--- config.mk ---
export PLATFORM = sky130hd
export DESIGN_NAME = uart_alu_frame_ctrl
export DESIGN_NICKNAME = d
export VERILOG_FILES = /design/src/rtl/uart_alu_frame_ctrl_pkg.sv /design/src/rtl/uart_frame_timer.sv /design/src/rtl/uart_alu_frame_ctrl.sv
export SDC_FILE = /design/constraint.sdc
export NUM_CORES = 1
export LEC_CHECK = 0
export BUFFER_PORTS_ARGS = -buffer_cell sky130_fd_sc_hd__buf_4
export CAP_MARGIN = 20
export CORE_AREA = 8 8 83 114
export DETAILED_ROUTE_END_ITERATION = 12
export DIE_AREA = 0 0 91 122
export PLACE_DENSITY = 0.84
export SYNTH_ARGS = -nofsm -noshare
export SYNTH_HDL_FRONTEND = slang
export SYNTH_SLANG_ARGS = --single-unit
--- constraint.sdc ---
create_clock -name clk -period 2.1 [get_ports clk]
set_clock_uncertainty 0.05 [all_clocks]
set_input_delay 0.42 -clock clk [delete_from_list [all_inputs] [get_ports clk]]
set_output_delay 0.42 -clock clk [all_outputs]
set_load 0.05 [all_outputs]
--- src/rtl/uart_alu_frame_ctrl_pkg.sv ---
// Shared definitions for the UART/ALU framed command controller:
// header codes, FSM encoding and byte-count helpers.
package uart_alu_frame_ctrl_pkg;

    localparam logic [7:0] HDR_A    = 8'h08;
    localparam logic [7:0] HDR_B    = 8'h10;
    localparam logic [7:0] HDR_OP   = 8'h20;
    localparam logic [7:0] HDR_READ = 8'h40;

    typedef enum logic [1:0] {
        ST_IDLE    = 2'd0,
        ST_PAYLOAD = 2'd1,
        ST_TX_LOAD = 2'd2,
        ST_TX_WAIT = 2'd3
    } state_t;

    typedef enum logic [1:0] {
        SEL_A  = 2'd0,
        SEL_B  = 2'd1,
        SEL_OP = 2'd2
    } sel_t;

    // Number of UART characters per operand/result word.
    function automatic int unsigned byte_count(input int unsigned nb_data,
                                               input int unsigned nb_byte);
        return nb_data / nb_byte;
    endfunction

    // Counter width able to index n bytes, never narrower than one bit.
    function automatic int unsigned cnt_width(input int unsigned n);
        return (n > 1) ? $clog2(n) : 1;
    endfunction

endpackage

--- src/rtl/uart_frame_timer.sv ---
// Inter-byte cycle counter: synchronous clear, count enable and a
// combinational terminal-count flag at TIMEOUT-1.
module uart_frame_timer #(
    parameter int unsigned TIMEOUT = 1024
) (
    input  logic clk,
    input  logic i_rst_n,
    input  logic clear,
    input  logic enable,
    output logic tc_c
);

    localparam int unsigned CW = (TIMEOUT > 2) ? $clog2(TIMEOUT) : 1;

    logic [CW-1:0] count;

    always_ff @(posedge clk or negedge i_rst_n) begin
        if (!i_rst_n) begin
            count <= '0;
        end else if (clear) begin
            count <= '0;
        end else if (enable) begin
            count <= count + CW'(1);
        end
    end

    assign tc_c = enable && (count == CW'(TIMEOUT - 1));

endmodule

--- src/rtl/uart_alu_frame_ctrl.sv ---
// Framed command controller: assembles ALU operands/opcode from header-tagged
// UART frames and streams the snapshotted ALU result back on READ.
module uart_alu_frame_ctrl #(
    parameter int unsigned NB_BYTE = 8,
    parameter int unsigned NB_DATA = 16,
    parameter int unsigned NB_OP   = 6,
    parameter int unsigned TIMEOUT = 1024
) (
    input  logic               clk,
    input  logic               i_rst_n,
    input  logic [NB_BYTE-1:0] i_rx_data,
    input  logic               i_rx_done,
    input  logic [NB_DATA-1:0] i_alu_result,
    input  logic               i_tx_done,
    output logic [NB_DATA-1:0] o_data_a,
    output logic [NB_DATA-1:0] o_data_b,
    output logic [NB_OP-1:0]   o_op,
    output logic               o_valid,
    output logic [NB_BYTE-1:0] o_tx_data,
    output logic               o_tx_start,
    output logic               o_frame_err,
    output logic               o_busy
);
    import uart_alu_frame_ctrl_pkg::*;

    localparam int unsigned NBYTES = byte_count(NB_DATA, NB_BYTE);
    localparam int unsigned CNT_W  = cnt_width(NBYTES);
    localparam int unsigned SW     = (NBYTES > 1) ? (NB_DATA - NB_BYTE) : 1;

    state_t             state, state_nxt;
    sel_t               sel, sel_nxt;
    logic [SW-1:0]      staging, staging_nxt;
    logic [CNT_W-1:0]   byte_cnt, byte_cnt_nxt;
    logic [NB_DATA-1:0] tx_shift, tx_shift_nxt;
    logic [CNT_W-1:0]   tx_idx, tx_idx_nxt;
    logic [NB_DATA-1:0] data_a_nxt, data_b_nxt;
    logic [NB_OP-1:0]   op_nxt;
    logic [NB_BYTE-1:0] tx_data_nxt;
    logic               valid_nxt, tx_start_nxt, frame_err_nxt;
    logic [NB_DATA-1:0] shifted_c;
    logic               hdr_a_c, hdr_b_c, hdr_op_c, hdr_read_c;
    logic               last_c, tx_last_c, timeout_c;

    assign hdr_a_c    = (i_rx_data == NB_BYTE'(HDR_A));
    assign hdr_b_c    = (i_rx_data == NB_BYTE'(HDR_B));
    assign hdr_op_c   = (i_rx_data == NB_BYTE'(HDR_OP));
    assign hdr_read_c = (i_rx_data == NB_BYTE'(HDR_READ));
    assign last_c     = (sel == SEL_OP) || (byte_cnt == CNT_W'(NBYTES - 1));
    assign tx_last_c  = (tx_idx == CNT_W'(NBYTES - 1));

    // Staging holds earlier bytes; the incoming byte lands in the MSB slot.
    generate
        if (NBYTES > 1) begin : g_multi
            assign shifted_c = {i_rx_data, staging};
        end else begin : g_single
            assign shifted_c = i_rx_data;
        end
    endgenerate

    // A byte arriving in the timeout cycle clears the timer and so suppresses it.
    uart_frame_timer #(.TIMEOUT(TIMEOUT)) u_timer (
        .clk    (clk),
        .i_rst_n(i_rst_n),
        .clear  (i_rx_done || (state != ST_PAYLOAD)),
        .enable ((state == ST_PAYLOAD) && !i_rx_done),
        .tc_c   (timeout_c)
    );

    always_ff @(posedge clk or negedge i_rst_n) begin
        if (!i_rst_n) begin
            state <= ST_IDLE;
        end else begin
            state <= state_nxt;
        end
    end

    always_comb begin
        state_nxt = state;
        case (state)
            ST_IDLE: begin
                if (i_rx_done) begin
                    if (hdr_a_c || hdr_b_c || hdr_op_c) state_nxt = ST_PAYLOAD;
                    else if (hdr_read_c)               state_nxt = ST_TX_LOAD;
                end
            end
            ST_PAYLOAD: begin
                if ((i_rx_done && last_c) || timeout_c) state_nxt = ST_IDLE;
            end
            ST_TX_LOAD: state_nxt = ST_TX_WAIT;
            ST_TX_WAIT: begin
                if (i_tx_done) state_nxt = tx_last_c ? ST_IDLE : ST_TX_LOAD;
            end
            default: state_nxt = ST_IDLE;
        endcase
    end

    always_comb begin
        sel_nxt       = sel;
        staging_nxt   = staging;
        byte_cnt_nxt  = byte_cnt;
        tx_shift_nxt  = tx_shift;
        tx_idx_nxt    = tx_idx;
        data_a_nxt    = o_data_a;
        data_b_nxt    = o_data_b;
        op_nxt        = o_op;
        tx_data_nxt   = o_tx_data;
        valid_nxt     = 1'b0;
        tx_start_nxt  = 1'b0;
        frame_err_nxt = 1'b0;
        case (state)
            ST_IDLE: begin
                if (i_rx_done) begin
                    staging_nxt  = '0;
                    byte_cnt_nxt = '0;
                    if (hdr_a_c) begin
                        sel_nxt = SEL_A;
                    end else if (hdr_b_c) begin
                        sel_nxt = SEL_B;
                    end else if (hdr_op_c) begin
                        sel_nxt = SEL_OP;
                    end else if (hdr_read_c) begin
                        tx_data_nxt  = i_alu_result[NB_BYTE-1:0];
                        tx_shift_nxt = NB_DATA'(i_alu_result >> NB_BYTE);
                        tx_idx_nxt   = '0;
                        tx_start_nxt = 1'b1;
                    end else begin
                        frame_err_nxt = 1'b1;
                    end
                end
            end
            ST_PAYLOAD: begin
                if (i_rx_done) begin
                    staging_nxt  = SW'(shifted_c >> NB_BYTE);
                    byte_cnt_nxt = byte_cnt + CNT_W'(1);
                    if (last_c) begin
                        case (sel)
                            SEL_A:   data_a_nxt = shifted_c;
                            SEL_B:   data_b_nxt = shifted_c;
                            default: begin
                                op_nxt    = i_rx_data[NB_OP-1:0];
                                valid_nxt = 1'b1;
                            end
                        endcase
                    end
                end else if (timeout_c) begin
                    staging_nxt   = '0;
                    frame_err_nxt = 1'b1;
                end
            end
            ST_TX_WAIT: begin
                if (i_tx_done && !tx_last_c) begin
                    tx_idx_nxt   = tx_idx + CNT_W'(1);
                    tx_data_nxt  = tx_shift[NB_BYTE-1:0];
                    tx_shift_nxt = NB_DATA'(tx_shift >> NB_BYTE);
                    tx_start_nxt = 1'b1;
                end
            end
            default: ;
        endcase
    end

    always_ff @(posedge clk or negedge i_rst_n) begin
        if (!i_rst_n) begin
            sel         <= SEL_A;
            staging     <= '0;
            byte_cnt    <= '0;
            tx_shift    <= '0;
            tx_idx      <= '0;
            o_data_a    <= '0;
            o_data_b    <= '0;
            o_op        <= '0;
            o_valid     <= 1'b0;
            o_tx_data   <= '0;
            o_tx_start  <= 1'b0;
            o_frame_err <= 1'b0;
            o_busy      <= 1'b0;
        end else begin
            sel         <= sel_nxt;
            staging     <= staging_nxt;
            byte_cnt    <= byte_cnt_nxt;
            tx_shift    <= tx_shift_nxt;
            tx_idx      <= tx_idx_nxt;
            o_data_a    <= data_a_nxt;
            o_data_b    <= data_b_nxt;
            o_op        <= op_nxt;
            o_valid     <= valid_nxt;
            o_tx_data   <= tx_data_nxt;
            o_tx_start  <= tx_start_nxt;
            o_frame_err <= frame_err_nxt;
            o_busy      <= (state_nxt != ST_IDLE);
        end
    end

endmodule
* After elaboration in Yosys (flattened, before gate mapping) *
Index checks and enable logic that the tools add are counted.

operators by class
  muxes and demuxes = 59
  bitwise gates (word level) = 1
  equal/unequal tests = 19
  add/sub/neg operators = 3
  reductions and logical operators = 26

operators with widths
  cell                                            number
  2-to-1 mux 16 bit                               6
  2-to-1 mux 8 bit                                9
  case mux 16 bit (2 select lines)                1
  case mux 8 bit (2 select lines)                 2
  2-to-1 mux 1 bit                                25
  2-to-1 mux 10 bit                               2
  2-to-1 mux 2 bit                                9
  != test 2 bit (second input constant)           7
  AND reduction 4 bit                             3
  adder 10 x 1 -> 10 bit (second input constant)  1
  == test 10 bit (second input constant)          1
  AND reduction 3 bit                             3
  == test 8 x 4 -> 1 bit (second input constant)  1
  == test 8 x 5 -> 1 bit (second input constant)  1
  == test 8 x 6 -> 1 bit (second input constant)  1
  == test 8 x 7 -> 1 bit (second input constant)  1
  case mux 1 bit (2 select lines)                 4
  case mux 2 bit (4 select lines)                 1
  nonzero test 2 bit                              4
  AND reduction 7 bit                             1
  == test 2 bit (second input constant)           3
  logical OR 1 bit                                5
  == test 2 x 1 -> 1 bit (second input constant)  2
  logical AND 1 bit                               4
  8 further kinds                                 11

storage, ports and cells
  output and inout port bits = 50
  logic and storage cells = 123
  register bits = 90
  bits of input ports = 28

* Logic depth before layout (Yosys ltp) *
  depth after elaboration = 7
  mapped depth = 9
  mapped depth without buffers = 6

* Hierarchy *
From an unflattened synthesis, not the netlist that was laid out.

unflattened totals
  cell total of the unflattened synthesis = 299
  area, all modules = 3628.5 um2

modules (own cells, without submodules)
  module               cells an instance  sequential area each (um2)  times used  area each (um2)
  uart_alu_frame_ctrl  250                1801.7                      1           3124.2
  uart_frame_timer     49                 250.2                       1           504.2

* Worst setup path after synthesis *
Ideal clock, no wire load.

  kind = reg-to-reg
  start point = register state[1]
  end point = register o_data_a[10]
  stages on the path, launching flop included = 8
  period minus slack after synthesis = 2.101 ns
  arrival = 1.926 ns
  required time = 1.925 ns
  setup time = 0.125 ns
  path slack = -0.001 ns
  buffers on the path = 2
  cell sequence = dfrtp_1 > inv_1 > ha_1 > buf_2 > nand2_1 > nor4b_2 > buf_4 > mux2_2

on the way
  word-level cells in the longest chain between the ends = 2

RTL lines
  item                                  line                        text
  from (decl)                           uart_alu_frame_ctrl.sv:30   state_t state, state_nxt;
  from (signal assigned)                uart_alu_frame_ctrl.sv:73   state <= state_nxt;
  == test 2 x 1 -> 1 bit                uart_alu_frame_ctrl.sv:110  case (state)
  AND reduction 4 bit (no source line)  n/a
  to (signal assigned)                  uart_alu_frame_ctrl.sv:183  o_data_a <= data_a_nxt;
  to (decl)                             uart_alu_frame_ctrl.sv:15   output logic [NB_DATA-1:0] o_data_a,

Every way passes these cells.
A chain may end at the register's enable or synchronous reset.

* Worst setup path in the final report *
  start point = register state[0]
  end point = register tx_shift[7]

on the way
  word-level cells in the longest chain between the ends = 3
  elaborated cells between the ends (all ways) = 11
  classes of those cells = eq/ne: 7; mux: 1; reduce/logical: 3

RTL lines
  item                                                                  line                        text
  == test 2 bit or zero test 2 bit (tied branches)                      uart_alu_frame_ctrl.sv:110
  != test 2 bit (no source line) or nonzero test 2 bit (tied branches)  n/a
  AND reduction 7 bit (no source line)                                  n/a
  to (signal assigned)                                                  uart_alu_frame_ctrl.sv:181  tx_shift <= tx_shift_nxt;
  to (decl)                                                             uart_alu_frame_ctrl.sv:34   logic [NB_DATA-1:0] tx_shift, tx_shift_nxt;

Several ways; a longest one is shown, not always the timed one.

==> flow_metrics.tcl <==
set metrics [dict create \
    async_flop_share 1.00 \
    synthesis.area_mm2 0.00368 \
    wirelength_um 8490 \
    critPathCaptureType "register" \
    fin_crit_ns 1.96 \
    stdcell_count 472 \
    clk_path_buf_depth 2 \
    timing.rr.end "tx_shift[7]" \
    place_area_mm2 0.00448 \
    ioPinCount 78 \
    hold_viol_final 0 \
    finalNetCount 400 \
    grt_pass1_vias 2737 \
    cts_buffers 9 \
    post-place-ws_ns 0.0738 \
    ir_drop_mv 0.930 \
    postLayoutCellArea_mm2 0.00473 \
    synth_cell_types 49 \
    synth_top_area_frac 0.557 \
    synth_top_area_cell "dfrtp_1" \
    finalWeightedCongestion 0.803 \
    place_inst 455 \
    synth-edff-count 0 \
    p_leak_nw 2.30 \
    layout_setup_ws_ns 0.143 \
    cts-root-buf "clkbuf_8" \
    cts_sinks 82 \
    critPathLaunch "state[0]" \
    layout-drive-gt1-share 0.476 \
    synth_flop_cell "dfrtp_1" \
    tritoncts "yes" \
    required_ns 2.30 \
    die_w_um 91 \
    syn_nets 307 \
    hold_ws_ns 0.280 \
    syn_to_final_growth_pct 28.4 \
    grt_usage 0.161 \
    synthTopCellsByArea "dfrtp_1, mux2_2, mux2_4" \
    path_class "register to register" \
    p_per_area_mw_per_mm2 1680 \
    cp_slowest_stage_delay_ns 0.44 \
    core_mm2 0.00770 \
    seq_area_mm2 0.00205 \
    fin_tns_setup_ns 0 \
    cpLargestDelayFamily "flip-flops" \
    fillCellCount 608 \
    start_util 0.478 \
    dieArea_mm2 0.0111 \
    avgViaCountPerCell 5.31 \
    hpwlAfterDp_um 6190 \
    post-route-util 0.614 \
    ys_ff_latch 82 \
    r2r_slack_ns 0.14 \
    multi_input_area_mm2 0.00153 \
    clock_latency_ns 0.36 \
    slew_headroom 0.499 \
    reg2reg_depth 6 \
    crit-reg2reg-launch "state[0]" \
    antenna_found_initial 0 \
    die_h_um 122 \
    cp.arrival_ns 2.15 \
    initialDrtViolationCount 135 \
    hp-class "primary input to register" \
    gr-total-overflow 0 \
    worstPathCellList "ha_1 -> inv_1 -> or3_1 -> a22oi_4 -> buf_12 -> mux2_2" \
    htree_levels 3 \
    fmax_mhz 511 \
    critPathMaxFanout 13 \
    finalSetupViolCount 0 \
    worst_pin_slew_ns 0.752 \
    portBuffers 77 \
    grt_pass1_wl_um 14100 \
    wl_per_cell_um 18.0 \
    n_antenna_cell 0 \
    maxSlewViolCount 0 \
    ant_nets 0 \
    syn_avg_cell_area_um2 13.4 \
    endpoint "tx_shift[7]" \
    rows 38 \
    final.period_utilization 0.932 \
    p_total_mw 7.94 \
    drc 0 \
    yosysWarnings 0 \
    cp.depth 6 \
    grt_max_degree 39 \
    seq_area_frac_synth 0.557 \
    rsz0062_at_grt "false" \
    clkTransAtPathRegs_ns 0.08 \
    crit_path_top_delay_cell "dfrtp_1" \
    vias 2507 \
    synth_cells 274 \
    first_pass_iters 4 \
    status "completed" \
    cp.buffers_inverters 2 \
    cp-start-kind "register" \
    drv_cap 0 \
]
how the worst min path moves through the flow:
stage / cells past startpoint / startpoint / end / slack (ns)
2_1_floorplan: 0 / i_rst_n / byte_cnt / 0.07
3_5_place_dp: 1 / i_rst_n / tx_shift[0] / 0.34
3_3_place_gp: 1 / i_rst_n / o_tx_data[2] / 0.33
6_report: 2 / i_rx_data[7] / staging[7] / 0.28
5_1_grt: 2 / i_rx_data[7] / o_data_a[15] / 0.28
4_1_cts: 2 / i_rx_data[7] / staging[7] / 0.26
state kept, by name (all words and copies together), names as in the netlist, 2 cells and up:
name	count
o_tx_data	8
o_op	6
tx_shift	8
o_data_b	16
staging	8
o_data_a	16
state	2
u_timer.count	10
sel	2
power by group:
| part | internal [mW] | switching, mW | leakage [nW] |
|---|---|---|---|
| clock network | 0.826 | 0.560 | 0.121 |
| logic | 1.54 | 2.41 | 1.12 |
| registers | 2.21 | 0.393 | 1.05 |
| total | 4.57 | 3.36 | 2.30 |
cells in the mapped netlist, types with 2 or more instances:
cell	number
o31ai_1	2
inv_1	8
nor4b_2	2
nand3_1	3
xnor2_1	2
nor2_1	7
mux2_2	51
nand4_1	4
buf_2	3
xor2_1	6
ha_1	5
clkbuf_1	6
mux2_4	10
a21boi_0	2
buf_4	2
a21oi_1	5
o21ai_0	14
a22o_1	8
nor4_1	3
or3_1	3
nor2b_1	9
nand2_1	10
dfrtp_1	82
a21o_1	2
repair_timing:
action / 4_1_cts / 5_1_grt
hold buffers: 1 / 0
setup buffers: 0 / 0
hold endpoints to repair: 31 / 0
resized for setup: 0 / 0
routing by layer:
| layer | up-vias | track usage | routed length, µm |
|---|---|---|---|
| li1 | 1172 | - | - |
| met5 | - | 0 | 0 |
| met3 | 12 | 0.0511 | 393 |
| met4 | 0 | 0.0709 | 166 |
| met2 | 55 | 0.281 | 4560 |
| met1 | 1268 | 0.175 | 3370 |
cells by family after synthesis:
| kind of cell | Yosys count | synth area share |
|---|---|---|
| flip-flops | 82 | 0.557 |
| multiplexers | 61 | 0.197 |
| AND/OR/NAND/NOR | 53 | 0.0924 |
| AO/OA/AOI/OAI | 44 | 0.0866 |
| buffers and inverters | 21 | 0.0309 |
| XOR/XNOR | 8 | 0.0190 |
| adder cells (fa/ha/maj) | 5 | 0.0170 |
placed cells by master, fill, tap and decap left out, types with 2 or more instances in the layout:
cell,instances
bufinv_16,3
mux2_2,51
clkbuf_1,2
nor2b_1,9
a21oi_1,5
clkbuf_8,10
o21ai_0,14
xnor2_1,2
xor2_1,6
dfrtp_1,82
inv_1,8
nor2_1,7
nand3_1,3
a21boi_0,2
buf_4,91
o31ai_1,2
a22o_1,8
buf_12,3
ha_1,5
nor4_1,3
nand2_1,10
nand4_1,4
a21o_1,2
or3_1,3
mux2_4,10
cell type report:
cell class	count	share of cell area
sequential	82	0.434
multi-input combinational	171	0.322
timing repair buffer	95	0.159
clock buffer	12	0.0307
tap	100	0.0265
clock inverter	4	0.0209
inverter	8	0.00635
worst register-to-register path: stages, from the launching register on:
cell and delay, ns:
dfrtp_1 0.44, ha_1 0.20, inv_1 0.06, or3_1 0.39
a22oi_4 0.19, buf_12 0.17, mux2_2 0.34
(Power assumes the default switching activity.)
